<file path="config.mk">
export PLATFORM = sky130hd
export DESIGN_NAME = deadtime_driver
export DESIGN_NICKNAME = d
export VERILOG_FILES = /design/src/rtl/deadtime_driver_pkg.sv /design/src/rtl/deadtime_driver_pulse_timer.sv /design/src/rtl/deadtime_driver.sv
export SDC_FILE = /design/constraint.sdc
export NUM_CORES = 1
export LEC_CHECK = 0
export ABC_AREA = 1
export CORE_UTILIZATION = 30
export DETAILED_ROUTE_END_ITERATION = 16
export GPL_ROUTABILITY_DRIVEN = 1
export SYNTH_ARGS = -nofsm -noshare
export SYNTH_HDL_FRONTEND = slang
export SYNTH_HIERARCHICAL = 1
export SYNTH_SLANG_ARGS = --single-unit
</file>
<file path="constraint.sdc">
create_clock -name clk -period 3.37 [get_ports clk]
set_input_delay 0.5055 -clock clk [delete_from_list [all_inputs] [get_ports clk]]
set_output_delay 0.5055 -clock clk [all_outputs]
set_load 0.02 [all_outputs]
</file>
<file path="src/rtl/deadtime_driver_pkg.sv">
// Shared switch definitions for the dead-time coil driver: state encoding,
// default widths and a small width helper.
package deadtime_driver_pkg;

  localparam int W_BITS_DEF = 13;
  localparam int D_BITS_DEF = 8;

  typedef enum logic [1:0] {
    LATCH   = 2'd0,
    PULSE_S = 2'd1,
    PULSE_R = 2'd2,
    DEAD    = 2'd3
  } state_e;

  function automatic int max_int(input int a, input int b);
    return (a > b) ? a : b;
  endfunction

endpackage

</file>
<file path="src/rtl/deadtime_driver_pulse_timer.sv">
// Loadable down-counter with a done flag, shared by the pulse and dead-time phases.
// Loading N makes done rise N cycles later, so a phase of K cycles loads K-1.
module pulse_timer #(
  parameter int CNT_BITS = 13
) (
  input  logic                clk,
  input  logic                reset,
  input  logic                load,
  input  logic [CNT_BITS-1:0] load_val,
  output logic                done
);

  logic [CNT_BITS-1:0] cnt_q;
  logic [CNT_BITS-1:0] cnt_d;

  always_comb begin
    cnt_d = cnt_q;
    if (load) begin
      cnt_d = load_val;
    end else if (cnt_q != '0) begin
      cnt_d = cnt_q - 1'b1;
    end
  end

  always_ff @(posedge clk or posedge reset) begin
    if (reset) begin
      cnt_q <= '0;
    end else begin
      cnt_q <= cnt_d;
    end
  end

  assign done = (cnt_q == '0);

endmodule

</file>
<file path="src/rtl/deadtime_driver.sv">
// Set/reset coil driver: fixed-width pulses separated by a dead time, with a
// one-deep request queue, conflict detection and a saturating drop counter.
module deadtime_driver
  import deadtime_driver_pkg::*;
#(
  parameter int W_BITS = W_BITS_DEF,
  parameter int D_BITS = D_BITS_DEF
) (
  input  logic              clk,
  input  logic              reset,
  input  logic              en,
  input  logic [W_BITS-1:0] W,
  input  logic [D_BITS-1:0] dead,
  input  logic              set_req,
  input  logic              reset_req,
  output logic              signal,
  output logic              signal_b,
  output logic              latch,
  output logic              busy,
  output logic              pending,
  output logic              conflict,
  output logic [D_BITS-1:0] drop_cnt
);

  localparam int CNT_BITS = max_int(W_BITS, D_BITS);

  state_e state_q, state_d;
  logic pending_q, pending_d;
  logic pend_dir_q, pend_dir_d;
  logic signal_q, signal_d;
  logic signal_b_q, signal_b_d;
  logic conflict_q, conflict_d;
  logic [D_BITS-1:0] drop_cnt_q, drop_cnt_d;

  logic                timer_load;
  logic [CNT_BITS-1:0] timer_val;
  logic                timer_done;
  logic [CNT_BITS-1:0] w_load;
  logic [CNT_BITS-1:0] dead_load;

  logic single_req;
  logic both_req;
  logic phase_over;
  logic consume;
  logic direct;
  logic drop_req;

  // W=0 behaves as a one-cycle pulse; dead_load is only used when dead != 0.
  assign w_load    = (W == '0) ? '0 : (CNT_BITS'(W) - 1'b1);
  assign dead_load = CNT_BITS'(dead) - 1'b1;

  pulse_timer #(
    .CNT_BITS(CNT_BITS)
  ) u_timer (
    .clk      (clk),
    .reset    (reset),
    .load     (timer_load),
    .load_val (timer_val),
    .done     (timer_done)
  );

  always_comb begin
    single_req = set_req ^ reset_req;
    both_req   = set_req & reset_req;
    state_d    = state_q;
    pending_d  = pending_q;
    pend_dir_d = pend_dir_q;
    timer_load = 1'b0;
    timer_val  = w_load;
    phase_over = 1'b0;
    consume    = 1'b0;
    direct     = 1'b0;
    drop_req   = 1'b0;
    drop_cnt_d = drop_cnt_q;
    conflict_d = both_req;

    case (state_q)
      LATCH: phase_over = 1'b1;
      PULSE_S, PULSE_R: begin
        if (timer_done) begin
          if (dead != '0) begin
            state_d    = DEAD;
            timer_load = 1'b1;
            timer_val  = dead_load;
          end else begin
            phase_over = 1'b1;
          end
        end
      end
      DEAD: phase_over = timer_done;
      default: state_d = LATCH;
    endcase

    // A queued request takes priority over a fresh one when the driver frees up.
    if (phase_over) begin
      if (en && pending_q) begin
        consume    = 1'b1;
        state_d    = pend_dir_q ? PULSE_S : PULSE_R;
        timer_load = 1'b1;
        timer_val  = w_load;
      end else if ((state_q == LATCH) && en && single_req) begin
        direct     = 1'b1;
        state_d    = set_req ? PULSE_S : PULSE_R;
        timer_load = 1'b1;
        timer_val  = w_load;
      end else begin
        state_d = LATCH;
      end
    end

    if (consume) begin
      pending_d = 1'b0;
    end

    if (both_req) begin
      drop_req = 1'b1;
    end else if (single_req && !direct && !((state_q == LATCH) && !en)) begin
      if (!pending_q || consume) begin
        pending_d  = 1'b1;
        pend_dir_d = set_req;
      end else begin
        drop_req = 1'b1;
      end
    end

    if (drop_req && (drop_cnt_q != '1)) begin
      drop_cnt_d = drop_cnt_q + 1'b1;
    end

    signal_d   = (state_d == PULSE_S);
    signal_b_d = (state_d == PULSE_R);
  end

  always_ff @(posedge clk or posedge reset) begin
    if (reset) begin
      state_q    <= LATCH;
      pending_q  <= 1'b0;
      pend_dir_q <= 1'b0;
      signal_q   <= 1'b0;
      signal_b_q <= 1'b0;
      conflict_q <= 1'b0;
      drop_cnt_q <= '0;
    end else begin
      state_q    <= state_d;
      pending_q  <= pending_d;
      pend_dir_q <= pend_dir_d;
      signal_q   <= signal_d;
      signal_b_q <= signal_b_d;
      conflict_q <= conflict_d;
      drop_cnt_q <= drop_cnt_d;
    end
  end

  assign signal   = signal_q;
  assign signal_b = signal_b_q;
  assign latch    = ~signal_q & ~signal_b_q;
  assign busy     = (state_q != LATCH);
  assign pending  = pending_q;
  assign conflict = conflict_q;
  assign drop_cnt = drop_cnt_q;

endmodule
</file>
Word-level counts from Yosys, hierarchy flattened

Index checks and enable logic that the tools add are counted.

RAM bits: 0
Memory bits (read-only): 0
Flip-flop bits (word level): 28
Output and inout port bits: 14
Bits in latches: 0
Memories kept: 0
Bits of input ports: 26

$mul: 0
Reduce and logical (&&, ||, !) cells: 21
Divide/modulo/power cells: 0
Bitwise operators: 6
Eq/ne operators: 6
Magnitude comparators: 0
Shift-type cells: 0
Add/sub/neg operators: 4
Mux-type cells: 38

Operators by type and width:

| kind                    | count |
|---|---|
| $mux W13                | 9 |
| $logic_not A13 Y1       | 2 |
| $sub A13 B1 Y13 const B | 2 |
| $mux W1                 | 20 |
| $mux W2                 | 8 |
| $reduce_bool A13 Y1     | 1 |
| $sub A8 B1 Y9 const B   | 1 |
| $add A8 B1 Y8 const B   | 1 |
| $ne A8 B8 Y1 const B    | 1 |
| $reduce_bool A8 Y1      | 1 |
| $logic_and A1 B1 Y1     | 7 |
| $eq A2 B2 Y1 const B    | 3 |
| $eq A2 B1 Y1 const B    | 2 |
| $logic_not A1 Y1        | 4 |
| $reduce_bool A2 Y1      | 2 |
| $not A1 Y1              | 3 |
| $pmux W1 S3             | 1 |
| $reduce_and A3 Y1       | 1 |
| $and A1 B1 Y1           | 2 |
| $logic_not A2 Y1        | 1 |
| $reduce_or A2 Y1        | 1 |
| $logic_or A1 B1 Y1      | 1 |
| $xor A1 B1 Y1           | 1 |

Depth between registers and ports, before layout

Depth after elaboration: 12
Depth in mapped cells: 20
Mapped depth without buffers: 19

Cells and area by module

Netlist, hierarchy kept.

Modules (own cells, without submodules):

| module          | times used | area an instance (µm²) | cells an instance | seq. area each (µm²) |
|---|---|---|---|---|
| deadtime_driver | 1          | 1536.5                 | 243               | 375.4 |
| pulse_timer     | 1          | 927.1                  | 143               | 325.3 |

Worst setup path after synthesis

Ideal clock, no wire load.

Path type: reg-to-reg
From: register u_timer.cnt_q[0]
To: register u_timer.cnt_q[9]
Setup time: 0.113 ns
Slack: 1.065 ns
Stages on the path, launching flop included: 20
Data arrival time: 2.192 ns
Required time: 3.257 ns
Path buffers: 1
Path through: dfrtp_1 -> inv_1 -> ha_1 -> nand2_1 -> nor2_2 -> nand2_1 -> inv_1 -> nand2_1 -> inv_1 -> nand2_1 -> inv_2 -> nand2_4 -> buf_6 -> nand3b_1 -> nand2_1 -> or2_2 -> nand2_2 -> inv_1 -> nand2_1 -> inv_1

Cells in the longest elaborated chain, start to end: 7
Elaborated cells on any way between the ends: 18
Classes of those cells: 1 x add/sub; 14 x mux; 3 x reduce/logical

Ends and longest elaborated chain:

| what                     | RTL line                          | RTL |
|---|---|---|
| start: declaration       | deadtime_driver_pulse_timer.sv:13 | `logic [CNT_BITS-1:0] cnt_q;` |
| start signal: assignment | deadtime_driver_pulse_timer.sv:29 | `cnt_q <= cnt_d;` |
| $logic_not A13 Y1 (*)    | deadtime_driver_pulse_timer.sv:33 | `assign done = (cnt_q == '0);` |
| via timer_done           | deadtime_driver.sv:37             | `logic timer_done;` |
| $mux W13                 | deadtime_driver.sv:80             | `if (timer_done) begin` |
| $mux W13                 | deadtime_driver.sv:77             | `case (state_q)` |
| $mux W13                 | deadtime_driver.sv:101            | `end else if ((state_q == LATCH) && en && single_req) begin` |
| $mux W13                 | deadtime_driver.sv:96             | `if (en && pending_q) begin` |
| $mux W13 (*)             | deadtime_driver.sv:95             | `if (phase_over) begin` |
| via timer_val[9]         | deadtime_driver.sv:36             | `logic [CNT_BITS-1:0] timer_val;` |
| $mux W13 (*)             | deadtime_driver_pulse_timer.sv:18 | `if (load) begin` |

Mark *: on every way through the listed nets, which the timed path passes. The rest lies on a longest branch. The select of a mux whose other input is x is not followed.
A chain may end at the register's enable or synchronous reset.

Worst setup path after layout

From: register u_timer.cnt_q[0]
To: register u_timer.cnt_q[9]

Cells in the longest elaborated chain, start to end: 7
Elaborated cells on any way between the ends: 18
Classes of those cells: 1 x add/sub; 14 x mux; 3 x reduce/logical

Ends and longest elaborated chain:

| what                                                  | RTL line                          | RTL |
|---|---|---|
| $logic_not A13 Y1 (*)                                 | deadtime_driver_pulse_timer.sv:33 |  |
| via timer_done                                        | deadtime_driver.sv:37             |  |
| $mux W1                                               | deadtime_driver.sv:80             |  |
| $mux W1                                               | deadtime_driver.sv:77             |  |
| $mux W1                                               | deadtime_driver.sv:101            |  |
| $mux W1                                               | deadtime_driver.sv:96             |  |
| $mux W1 (*)                                           | deadtime_driver.sv:95             |  |
| via timer_load                                        | deadtime_driver.sv:35             | `logic timer_load;` |
| $mux W13 / $reduce_bool A2 Y1 (equally long branches) | -                                 |  |

Marks and branches as above.

==> results by group <==
Run status
  • Status: complete, no violations

CTS
  • Clock tree buffer depth: 2
  • CTS tree: yes
  • Worst skew pair latency: 0.27 ns
  • Clk root buf: clkbuf_8
  • Number of gates resized after CTS: 0
  • H-tree level count: 1
  • Cts bufs inserted: 3
  • Hold_buf cts: 0
  • CTS Sinks: 28
  • CTS clk-pin slew, worst paths: 0.10 ns
  • Setup Buffers After CTS: 0

STA
  • Normalized max-slew margin: 62.9%
  • Worst Tran Pin Value: 0.556 ns
  • Setup Skew: 0.00148 ns
  • Unrepaired setup endpoints after global routing: false
  • Slew Viols, Final: 0
  • Tcrit/Tclk final: 79.5%
  • Final setup TNS: 0 ns
  • FMAX: 0.373 GHz
  • Final Hold Violating Endpoints: 0
  • Final setup viols: 0
  • Tmin final: 2.68 ns

Yosys
  • Synth Register Bits: 28
  • Yosys synthesis warning count: 6
  • Register area share after synthesis: 28.4%
  • Area of the mapped netlist: 2460 sq um
  • Yosys top cell area share: 28.4%
  • Synthesized instance count: 386
  • Yosys cell types: 30
  • Syn_area_per_cell: 6.38 sq um
  • Synth area leaders: dfrtp_1 28%, nand2_1 17%, nand3_1 8.7%
  • Yosys top cell by area: dfrtp_1
  • Syn Nets: 421

Worst setup path
  • CP most frequent cell: inv_1
  • Max incr delay on CP: 0.41 ns
  • Worst EP arrival: 2.86 ns
  • CP cell instances: inv_1 -> ha_1 -> nand2_1 -> nor2_2 -> nand2_1 -> inv_1 -> nand2_1 -> inv_1 -> nand3_2 -> nand2_4 -> o211ai_4 -> nand2_1 -> inv_1 -> or2_2 -> nand2_2 -> inv_1 -> nand2_1 -> inv_1
  • CP max stage cell: dfrtp_1
  • Required @ worst endpoint: 3.55 ns
  • Worst setup SP type: flop
  • CP Max Fanout: 13
  • Worst reg2reg path depth: 18
  • Critical path type: flop to flop
  • Critical path endpoint category: flop

Routing
  • WL per Instance: 10.5 um
  • DRT iter0 DRCs: 114
  • ANT nets after route: 0
  • Routed vias/inst: 4.56
  • DRT Pass-1 Iters: 4
  • Post-Route WL: 5560 um
  • DRC errors left: 0
  • Via Count: 2,410

Power and ir drop
  • Final Total Pwr: 1.80 mW
  • Pwr Density: 592 nW/um^2
  • Maximum vdd ir drop: 247 uV
  • Leak: 1.60 nW

Worst hold path
  • Worst Hold Class: flop to flop
  • WHS Path Cells: 2

Job
  • Max-cap violations: 0

Finish
  • Most frequent cells in the layout: 113 x nand2_1, 56 x inv_1, 43 x nand3_1
  • Synth-to-layout area growth: 23.4%
  • Design Area, Final: 3040 sq um
  • Layout cells sized above 1: 8.90%
  • Nets: 463
  • Antenna Cells: 0
  • Most common cell after layout, fill and taps aside: nand2_1
  • Finished Layout Cells: 529
  • # fillers: 840

Place
  • Port buffer count: 39
  • Placement Cell Area: 2970 sq um
  • DP HPWL: 4580 um
  • Gpl congestion: 0.845
  • Dpl cells: 525

Global route
  • Pin count of the biggest net entering global routing: 17
  • Gr ovfl total: 0
  • Global-route wire length before repair: 9870 um
  • All-layer global routing usage: 14.1%
  • Vias in the first global route: 2,234
  • Initial antenna violation count: 0

Floorplanning
  • Core box area: 7850 sq um
  • Die area: 8580 sq um
  • IO Pins: 40
  • Cell Rows: 32
  • Initial cell density of the core: 31.4%
  • Die X: 92.6 um
  • Die Ht: 92.6 um
==> Yosys cell counts (all sizes together) <==
library cell and number:
clkbuf 1, xnor2 5, inv 65, ha 9, nand3 46, o21ai 22
o31ai 1, o22ai 2, nand2 121, nand4 4, a21oi 7, o211ai 1
nor3 6, xor2 12, nand3b 2, dfrtp 28, nor2 47, buf 2
or2 5
==> report_power, final <==
part           internal, mW  switching, mW
combinational         0.375          0.563
sequential            0.468          0.128
clock                 0.159          0.107
==> worst max-delay path: cells and delay by family (launching register included) <==
family | cells | cell delay [ns]
adders and majority gates | 1 | 0.19
buffers and inverters | 6 | 0.60
DFF | 1 | 0.41
and+or+nand+nor | 10 | 1.24
AOI/OAI and AO/OA | 1 | 0.13
==> kinds of logic (layout without fill, tap and decap cells) <==
logic type / count (synthesis) / count (layout) / share of synthesized area, %
flops: 28 / 28 / 28.4
compound gates: 33 / 33 / 7.72
fa+ha+maj: 9 / 9 / 4.57
xor+xnor: 17 / 17 / 6.04
simple gates: 231 / 231 / 42.5
buf+inv: 68 / 109 / 10.7
==> metrics by stage <==
step / utilization (%) / worst slack [ns] / hold WS [ns]
after floorplan: - / 1.06 / 0.382
after global placement: 37.8 / 0.725 / 0.504
after detailed placement: 37.8 / 0.687 / 0.524
after CTS: 38.7 / 0.700 / 0.547
after global routing: 38.7 / 0.483 / 0.590
final: 38.7 / 0.692 / 0.541
==> path summary, 6_finish.rpt <==
| check | startpoint | to | slack, ns |
|---|---|---|---|
| max in group asynchronous | reset | signal_b$_DFF_PP0_ | 2.41 |
| min | drop_cnt[1]$_DFFE_PP0P_ | drop_cnt[1]$_DFFE_PP0P_ | 0.54 |
| min in group asynchronous | reset | u_timer/cnt_q[3]$_DFFE_PP0P_ | 0.59 |
| max | u_timer/cnt_q[0]$_DFFE_PP0P_ | u_timer/cnt_q[9]$_DFFE_PP0P_ | 0.69 |
| min reg2reg | drop_cnt[1]$_DFFE_PP0P_ | drop_cnt[1]$_DFFE_PP0P_ | 0.54 |
| max reg2reg | u_timer/cnt_q[0]$_DFFE_PP0P_ | u_timer/cnt_q[9]$_DFFE_PP0P_ | 0.69 |
==> final cells by class <==
cell class / count / area, sq um / share of cell area [%]
sequential: 28 / 701 / 23.0
inverter: 65 / 244 / 8.02
multi-input combinational: 290 / 1500 / 49.3
timing repair buffer: 40 / 398 / 13.1
clock inverter: 1 / 30.0 / 0.988
tap: 102 / 128 / 4.20
clock buffer: 3 / 41.3 / 1.36
==> state kept, by name (all words and copies together), names as in the netlist <==
name           cells
signal             1
u_timer/cnt_q     13
pending            1
conflict           1
pend_dir_q         1
signal_b           1
state_q            2
drop_cnt           8
==> per-layer routing <==
metal	GRT usage, %	share of wire [%]
met1	19.4	49
met2	23.3	47
met3	1.31	2.6
met4	4.62	1.3
met5	0	0
Power figures use the tool's default switching activity.
